==> src/rtl/lif_param_loader_pkg.sv <==
// Shared definitions for the LIF neuron parameter loader: defaults, FSM states, width helpers.
package lif_pkg;

  localparam int unsigned DATA_W_DEF    = 8;
  localparam int unsigned N_NEURONS_DEF = 4;

  typedef enum logic [1:0] {
    IDLE,
    SHIFT,
    OVER
  } loader_state_e;

  // Bits needed to count 0..data_w inclusive
  function automatic int unsigned cnt_width(input int unsigned data_w);
    return $clog2(data_w + 1);
  endfunction

  function automatic int unsigned idx_width(input int unsigned n);
    return (n > 1) ? $clog2(n) : 1;
  endfunction

endpackage

==> src/rtl/lif_param_loader_if.sv <==
// Host-side serial config bus and flat per-neuron parameter outputs of the loader.
interface lif_param_loader_if
  import lif_pkg::*;
#(
  parameter int unsigned DATA_W    = DATA_W_DEF,
  parameter int unsigned N_NEURONS = N_NEURONS_DEF,
  parameter int unsigned IDX_W     = idx_width(N_NEURONS)
) ();

  logic                          set_vars;
  logic [IDX_W-1:0]              sel;
  logic                          expd;
  logic                          w;
  logic                          t;
  logic [N_NEURONS*DATA_W-1:0]   tau;
  logic [N_NEURONS*DATA_W-1:0]   weight;
  logic [N_NEURONS*DATA_W-1:0]   threshold;
  logic [N_NEURONS-1:0]          cfg_valid;
  logic                          busy;
  logic                          done;
  logic                          err;

  modport master (
    output set_vars, sel, expd, w, t,
    input  tau, weight, threshold, cfg_valid, busy, done, err
  );

  modport slave (
    input  set_vars, sel, expd, w, t,
    output tau, weight, threshold, cfg_valid, busy, done, err
  );

endinterface

==> src/rtl/lif_param_loader_ser_shift.sv <==
// Serial-to-parallel word assembler: clear plus indexed single-bit write.
module lif_ser_shift
  import lif_pkg::*;
#(
  parameter int unsigned DATA_W = DATA_W_DEF
) (
  input  logic                           clk,
  input  logic                           rst,
  input  logic                           clr,
  input  logic                           wr,
  input  logic [cnt_width(DATA_W)-1:0]   idx,
  input  logic                           bit_in,
  output logic [DATA_W-1:0]              word
);

  localparam int unsigned CNT_W = cnt_width(DATA_W);

  logic [DATA_W-1:0] word_q;
  logic [DATA_W-1:0] word_d;

  // Clear happens before the write so a frame's bit 0 lands in a fresh word
  always_comb begin
    word_d = clr ? '0 : word_q;
    for (int i = 0; i < int'(DATA_W); i++) begin
      if (wr && (idx == CNT_W'(i))) begin
        word_d[i] = bit_in;
      end
    end
  end

  always_ff @(posedge clk) begin
    if (rst) begin
      word_q <= '0;
    end else begin
      word_q <= word_d;
    end
  end

  assign word = word_q;

endmodule

==> src/rtl/lif_param_loader.sv <==
// Frame-gated serial loader committing tau/weight/threshold words atomically to one neuron.
module lif_param_loader
  import lif_pkg::*;
#(
  parameter int unsigned DATA_W    = DATA_W_DEF,
  parameter int unsigned N_NEURONS = N_NEURONS_DEF,
  parameter int unsigned IDX_W     = idx_width(N_NEURONS)
) (
  input  logic             clk,
  input  logic             rst,
  lif_param_loader_if.slave bus
);

  localparam int unsigned CNT_W = cnt_width(DATA_W);
  localparam int unsigned BUS_W = N_NEURONS * DATA_W;

  loader_state_e     state_q, state_d;
  logic [CNT_W-1:0]  cnt_q, cnt_d;
  logic [IDX_W-1:0]  sel_q, sel_d;
  logic [CNT_W-1:0]  sh_idx;
  logic              sh_clr, sh_wr, commit;
  logic              done_d, err_d;
  logic              busy_q, done_q, err_q;

  logic [DATA_W-1:0] tau_word, weight_word, threshold_word;
  logic [BUS_W-1:0]  tau_q, weight_q, threshold_q;
  logic [N_NEURONS-1:0] cfg_valid_q;

  // Next-state, shift control and frame evaluation
  always_comb begin
    state_d = state_q;
    cnt_d   = cnt_q;
    sel_d   = sel_q;
    sh_idx  = cnt_q;
    sh_clr  = 1'b0;
    sh_wr   = 1'b0;
    commit  = 1'b0;
    done_d  = 1'b0;
    err_d   = 1'b0;
    case (state_q)
      IDLE: begin
        if (bus.set_vars) begin
          sel_d   = bus.sel;
          sh_idx  = '0;
          sh_clr  = 1'b1;
          sh_wr   = 1'b1;
          cnt_d   = CNT_W'(1);
          state_d = SHIFT;
        end
      end
      SHIFT: begin
        if (bus.set_vars) begin
          if (cnt_q < CNT_W'(DATA_W)) begin
            sh_wr = 1'b1;
            cnt_d = cnt_q + CNT_W'(1);
          end else begin
            state_d = OVER;
          end
        end else begin
          state_d = IDLE;
          cnt_d   = '0;
          if ((cnt_q == CNT_W'(DATA_W)) && (32'(sel_q) < N_NEURONS)) begin
            commit = 1'b1;
            done_d = 1'b1;
          end else begin
            err_d = 1'b1;
          end
        end
      end
      OVER: begin
        if (!bus.set_vars) begin
          err_d   = 1'b1;
          cnt_d   = '0;
          state_d = IDLE;
        end
      end
      default: state_d = IDLE;
    endcase
  end

  lif_ser_shift #(.DATA_W(DATA_W)) u_tau_shift (
    .clk(clk), .rst(rst), .clr(sh_clr), .wr(sh_wr), .idx(sh_idx),
    .bit_in(bus.expd), .word(tau_word)
  );

  lif_ser_shift #(.DATA_W(DATA_W)) u_weight_shift (
    .clk(clk), .rst(rst), .clr(sh_clr), .wr(sh_wr), .idx(sh_idx),
    .bit_in(bus.w), .word(weight_word)
  );

  lif_ser_shift #(.DATA_W(DATA_W)) u_threshold_shift (
    .clk(clk), .rst(rst), .clr(sh_clr), .wr(sh_wr), .idx(sh_idx),
    .bit_in(bus.t), .word(threshold_word)
  );

  // State, pulses and per-neuron commit registers
  always_ff @(posedge clk) begin
    if (rst) begin
      state_q     <= IDLE;
      cnt_q       <= '0;
      sel_q       <= '0;
      busy_q      <= 1'b0;
      done_q      <= 1'b0;
      err_q       <= 1'b0;
      tau_q       <= '0;
      weight_q    <= '0;
      threshold_q <= '0;
      cfg_valid_q <= '0;
    end else begin
      state_q <= state_d;
      cnt_q   <= cnt_d;
      sel_q   <= sel_d;
      busy_q  <= (state_d != IDLE);
      done_q  <= done_d;
      err_q   <= err_d;
      for (int i = 0; i < int'(N_NEURONS); i++) begin
        if (commit && (sel_q == IDX_W'(i))) begin
          tau_q[i*DATA_W +: DATA_W]       <= tau_word;
          weight_q[i*DATA_W +: DATA_W]    <= weight_word;
          threshold_q[i*DATA_W +: DATA_W] <= threshold_word;
          cfg_valid_q[i]                  <= 1'b1;
        end
      end
    end
  end

  assign bus.tau       = tau_q;
  assign bus.weight    = weight_q;
  assign bus.threshold = threshold_q;
  assign bus.cfg_valid = cfg_valid_q;
  assign bus.busy      = busy_q;
  assign bus.done      = done_q;
  assign bus.err       = err_q;

endmodule

==> src/flat_wrapper.sv <==
// flat-port wrapper written by rule: the top's interface ports become plain ports
module lif_param_loader_flat import lif_pkg::*;
#(
  parameter int unsigned DATA_W    = DATA_W_DEF,
  parameter int unsigned N_NEURONS = N_NEURONS_DEF,
  parameter int unsigned IDX_W     = idx_width(N_NEURONS)
)
  (clk, rst, bus_set_vars, bus_sel, bus_expd, bus_w, bus_t, bus_tau, bus_weight, bus_threshold, bus_cfg_valid, bus_busy, bus_done, bus_err);
  lif_param_loader_if #(.DATA_W(DATA_W), .N_NEURONS(N_NEURONS), .IDX_W(IDX_W)) bus_i ();
  input  logic clk;
  input  logic rst;
  input wire logic [$bits(bus_i.set_vars)-1:0] bus_set_vars;
  input wire logic [$bits(bus_i.sel)-1:0] bus_sel;
  input wire logic [$bits(bus_i.expd)-1:0] bus_expd;
  input wire logic [$bits(bus_i.w)-1:0] bus_w;
  input wire logic [$bits(bus_i.t)-1:0] bus_t;
  output wire logic [$bits(bus_i.tau)-1:0] bus_tau;
  output wire logic [$bits(bus_i.weight)-1:0] bus_weight;
  output wire logic [$bits(bus_i.threshold)-1:0] bus_threshold;
  output wire logic [$bits(bus_i.cfg_valid)-1:0] bus_cfg_valid;
  output wire logic [$bits(bus_i.busy)-1:0] bus_busy;
  output wire logic [$bits(bus_i.done)-1:0] bus_done;
  output wire logic [$bits(bus_i.err)-1:0] bus_err;
  assign bus_i.set_vars = bus_set_vars;
  assign bus_i.sel = bus_sel;
  assign bus_i.expd = bus_expd;
  assign bus_i.w = bus_w;
  assign bus_i.t = bus_t;
  assign bus_tau = bus_i.tau;
  assign bus_weight = bus_i.weight;
  assign bus_threshold = bus_i.threshold;
  assign bus_cfg_valid = bus_i.cfg_valid;
  assign bus_busy = bus_i.busy;
  assign bus_done = bus_i.done;
  assign bus_err = bus_i.err;
  lif_param_loader #(.DATA_W(DATA_W), .N_NEURONS(N_NEURONS), .IDX_W(IDX_W)) u_core (.clk(clk), .rst(rst), .bus(bus_i));
endmodule
==> config.mk <==
export PLATFORM = sky130hd
export DESIGN_NAME = lif_param_loader_flat
export DESIGN_NICKNAME = d
export VERILOG_FILES = /design/src/rtl/lif_param_loader_pkg.sv /design/src/rtl/lif_param_loader_if.sv /design/src/rtl/lif_param_loader_ser_shift.sv /design/src/rtl/lif_param_loader.sv /design/src/flat_wrapper.sv
export SDC_FILE = /design/constraint.sdc
export NUM_CORES = 1
export LEC_CHECK = 0
export CORE_UTILIZATION = 30
export DETAILED_ROUTE_END_ITERATION = 10
export PLACE_DENSITY = 0.49
export SYNTH_ARGS = -nofsm -noshare
export SYNTH_HDL_FRONTEND = slang
export SYNTH_SLANG_ARGS = --single-unit
export TNS_END_PERCENT = 50
==> constraint.sdc <==
create_clock -name clk -period 2.4 [get_ports clk]
set_input_delay 0.48 -clock clk [delete_from_list [all_inputs] [get_ports clk]]
set_output_delay 0.48 -clock clk [all_outputs]
set_load 0.01 [all_outputs]
# After elaboration in Yosys (flattened, before gate mapping)
# Index checks and enable logic that the tools add are counted.
[classes]
n_addsub = 1
n_lt_le_gt_ge = 1
mux = 49
reduce_logical = 27
n_eq_ne = 16
[ops]
columns = ["op", "n"]
rows = [
  ["1-bit 2-to-1 mux", 34],
  ["4-bit 2-to-1 mux", 6],
  ["2-bit nonzero test", 9],
  ["4-bit by 3-bit == test with 1-bit output, second input constant", 4],
  ["1-bit logical AND", 12],
  ["4-bit one-hot mux with 3 select lines", 1],
  ["4-bit by 2-bit == test with 1-bit output, second input constant", 2],
  ["2-bit 2-to-1 mux", 4],
  ["8-bit 2-to-1 mux", 1],
  ["2-bit == test, second input constant", 3],
  ["2-bit one-hot mux with 3 select lines", 1],
  ["4-bit by 1-bit adder with 4-bit output, second input constant", 1],
  ["2-bit by 1-bit == test with 1-bit output, second input constant", 2],
  ["4-bit by 1-bit == test with 1-bit output, second input constant", 1],
  ["4-bit == test, second input constant", 1],
  ["2-bit zero test", 2],
  ["4-bit zero test", 1],
  ["4-bit less-than comparator, second input constant", 1],
  ["2-bit != test, second input constant", 2],
  ["1-bit one-hot mux with 2 select lines", 2],
  ["4-bit AND reduction", 1],
  ["3-bit by 2-bit != test with 1-bit output, second input constant", 1],
  ["3-bit nonzero test", 1],
  ["2-bit AND reduction", 1],
]
[totals]
out_inout_bits = 103
regBits = 135
inputBits = 8

# Logic depth before layout (Yosys ltp)
# Gate-level depths: netlist (run 1).
[depth]
ltp_word = 6
depth_mapped = 9
mapped_depth_nobuf = 6

# Hierarchy
# A second synthesis (run 1) with hierarchy kept.
[hier_totals]
cells_unflattened = 631
hier_area_um2 = 5336.4
[modules_own_cells]
columns = ["mod", "area_each_um2", "instances", "seq_area_each_um2", "cells_per_inst"]
rows = [
  ["lif_param_loader", 4150.2, 1, 2222.1, 514],
  ["lif_ser_shift", 395.4, 3, 160.2, 39],
]

# Worst setup path before layout (run 1)
# OpenSTA, ideal clock, no wires.
[synth_timing]
kind = "flip-flop to flip-flop"
from = "reg u_core.cnt_q[0]"
to = "reg u_core.tau_q[10] (netlist: u_core.bus.tau[10])"
synth_period_minus_slack_ps = 1884
arrival_ps = 1756
path_stages_with_launch = 9
slack_ps = 516
required_ps = 2272
setup_ps = 128
cell_sequence = "dfxtp_1 > inv_1 > ha_1 > nand3b_4 > or4b_1 > buf_6 > buf_6 > mux2i_1 > nor2_1"
[synth_via]
elab_chain_len = 5
[synth_lines]
columns = ["element", "line", "source"]
rows = [
  ["start, declared", "lif_param_loader.sv:18", "logic [CNT_W-1:0] cnt_q, cnt_d;"],
  ["start signal, assigned", "lif_param_loader.sv:111", "cnt_q <= cnt_d;"],
  ["4-bit == test", "lif_param_loader.sv:62", "if ((cnt_q == CNT_W'(DATA_W)) && (32'(sel_q) < N_NEURONS)) begin"],
  ["1-bit 2-to-1 mux", "lif_param_loader.sv:62", ""],
  ["1-bit 2-to-1 mux", "lif_param_loader.sv:52", "if (bus.set_vars) begin"],
  ["1-bit 2-to-1 mux", "--", ""],
  ["1-bit logical AND", "lif_param_loader.sv:117", "if (commit && (sel_q == IDX_W'(i))) begin"],
  ["end signal, assigned by index", "lif_param_loader.sv:118", "tau_q[i*DATA_W +: DATA_W] <= tau_word;"],
  ["end, declared", "lif_param_loader.sv:26", "logic [BUS_W-1:0] tau_q, weight_q, threshold_q;"],
]
# No other way between the ends.
# A chain may end at the register's enable or synchronous reset.

# Final worst setup path (run 1)
[layout_timing]
from = "reg u_core.cnt_q[0]"
to = "reg u_core.tau_q[12] (netlist: u_core.bus.tau[12])"
# The elaborated chain is that of the path after synthesis.

==> results of run 1 <==
==> logic make-up (layout without fill, tap and decap cells) <==
family                     count (synthesis)  count (layout)  share of synthesized area
and+or+nand+nor                          229             229                      0.198
buffers and inverters                     40             169                     0.0391
DFF                                      135             135                      0.535
muxes                                     66              66                      0.131
adders and majority gates                  7               7                     0.0173
AOI/OAI and AO/OA                         75              75                     0.0800
==> final timing paths <==
| path | to | slack, ns | cells after the start |
|---|---|---|---|
| setup reg to reg | u_core.bus.tau[12] | 0.20 | 7 |
| hold reg to reg | u_core.bus.cfg_valid[1] | 0.45 | 2 |
| setup / recovery | u_core.bus.tau[12] | 0.20 | 7 |
| hold / removal | u_core.bus.cfg_valid[1] | 0.45 | 2 |
==> power breakdown <==
part | switching, uW | total [uW] | internal [uW]
registers | 19.1 | 2270 | 2250
clock network | 958 | 2500 | 1550
logic | 103 | 158 | 54.7
==> final cells by class <==
cell class                 instances  area, um^2
timing repair buffer             130        1290
fill                            1608        9490
clock buffer                      19         443
multi-input combinational        377        2170
tap                              220         275
inverter                           7        26.3
clock inverter                    13         130
sequential                       135        2700
==> placed cells by master (no fill, tap or decap), types with 3 or more instances in the layout <==
cell	n
a21oi_1	59
a31oi_1	4
buf_12	3
buf_4	18
clkbuf_16	17
clkdlybuf4s50_1	109
clkinv_2	6
clkinvlp_4	3
dfxtp_1	135
ha_1	7
inv_1	7
mux2i_1	66
nand2_1	125
nand2b_1	5
nand3_1	6
nand3b_1	5
nor2_1	65
o21ai_0	5
or4_1	4
==> state kept, by name, summed over array words and instances, names as in the netlist, 2 cells and up <==
name	count
u_core.u_tau_shift.word	8
u_core.sel_q	2
u_core.u_threshold_shift.word	8
u_core.cnt_q	4
u_core.u_weight_shift.word	8
u_core.bus.weight	32
u_core.bus.tau	32
u_core.state_q	2
u_core.bus.threshold	32
u_core.bus.cfg_valid	4
==> cell usage after synthesis (2+ instances only) <==
| cell | n |
|---|---|
| o21ai_0 | 5 |
| nor4_1 | 2 |
| a31oi_1 | 4 |
| inv_1 | 7 |
| dfxtp_1 | 135 |
| nor2_1 | 66 |
| mux2i_1 | 66 |
| or2_2 | 2 |
| ha_1 | 7 |
| nand3b_1 | 5 |
| nand2_1 | 125 |
| o31ai_1 | 2 |
| a21oi_1 | 59 |
| nand2b_1 | 5 |
| and2_1 | 2 |
| nand3_1 | 6 |
| buf_2 | 8 |
| clkbuf_1 | 20 |
| or4_1 | 4 |
| buf_6 | 5 |
==> layer usage <==
metal | vias up | global-route usage
met5 | - | 0
met4 | 0 | 0.0711
met3 | 19 | 0.0461
met2 | 130 | 0.255
met1 | 1915 | 0.212
li1 | 2076 | -
==> critical path: stages, from the launching register on <==
cell      delay, ns
dfxtp_1        0.38
inv_1          0.15
ha_1           0.23
nand3b_4       0.15
or4b_2         0.71
buf_12         0.21
mux2i_1        0.17
nor2_1         0.06
==> stage by stage <==
stage                     power, uW   util
after floorplan                2410      -
after global placement         2470  0.391
after detailed placement       2480  0.391
after CTS                      5000  0.425
after global routing           5130  0.426
final                          4940  0.426
==> reports/metrics.cfg, run 1 <==
[clock_network]
clockBufferDepth = 2
clk-insertion-delay-late_ns = 0.41
holdBufCountCts = 0
post_cts_resized = 0
cts_tree = done
cts.sink_count = 135
htree_levels = 4
cts_buffers = 17
clk_pin_slew_worst_paths_ns = 0.06
postCtsSetupBuffers = 0
cts_root_buf = clkbuf_16

[final_layout]
fin_nets = 683
antenna_cells = 0
syn2layout_area_growth_pct = 39.2
final_cell_area_um2 = 7030
drive_gt1_frac = 0.0896
fin_cells = 901

[timing]
period_share = 0.915
setup_violations = 0
worstMarginPinSlew_ns = 0.783
fin_ws_ns = 0.204
relSlewSlack = 0.478
rsz0062_at_grt = no
fmax_ghz = 0.455
slew_violations = 0
holdWs_ns = 0.452
fin_setup_tns_ns = 0
clock_skew_ns = 0.00842
fin_crit_ns = 2.20
hold_violations = 0

[logic_synthesis]
synthArstFlopShare = 0
netlist.top_cell.by_area = dfxtp_1
ys_types = 37
postSynthAreaPerCell_um2 = 9.15
synth_nets = 567
ys_seq_area_frac = 0.535
synth-edff-count = 0
synthCells = 552
synth-main-ff-cell = dfxtp_1
ys_seq_elements = 135
netlist_area_um2 = 5050
yosys_warnings = 0
synthTopCellsByArea = dfxtp_1 54%, mux2i_1 13%, nand2_1 9.3%, a21oi_1 5.8%, nor2_1 4.9%
yosys.area.top_type_share = 0.535

[power]
p_per_area_nw_per_um2 = 702
power.leakage_uw = 0.00259
irDropWorstVdd_v = 0.000478

[global_routing]
grt-ovfl-total = 0
grt_max_degree = 46
grt_first_pass_wirelength_mm = 22.0
grt_pass1_vias = 3969
antenna_found_initial = 0
grt_usage = 0.164

[setup_path]
startpoint = u_core.cnt_q[0]
required_ns = 2.68
critPathKind = reg -> reg
crit_path_start_kind = flip-flop
end_kind = flip-flop
arrival_ns = 2.48
crit_fanout = 25
r2r-start = u_core.cnt_q[0]

[placed_design]
gp_congestion = 0.818
place_hpwl_mm = 9.49
dp_slack_ns = -0.0306
io_buffers = 110
placed_area_um2 = 6460
placed_cells = 869

[routing]
wl_met3_um = 976
drt_iter0_drc = 261
drc = 2
top_layer_used = met4
firstDrtPassIters = 7
vias = 4140
wl_mm = 13.7
routed_via_density = 4.59
drtAntennaViolNets = 0
wl_met1_mm = 6.34
route.met2.wl_mm = 6.15
wl_per_cell_um = 15.2

[worst_hold_path]
holdCritPathClass = reg -> reg
hold_start = u_core.bus.cfg_valid[1]

[outcome]
status = finished with violations
violations = DRC

[die]
start_util = 0.306
die_area_um2 = 17400
core-area_um2 = 16500
die_w_um = 132
boundaryPins = 111
fp-row-count = 47
die_y_um = 132

[job]
maxCapViolCount = 0

Note: power is estimated with default switching activity, not from simulation.
==> run 2, diff against run 1 <==
- TNS_END_PERCENT: 50 -> 5
==> results of run 2 <==
Same layout as run 1: the final DEF is identical, and so are final timing and power.
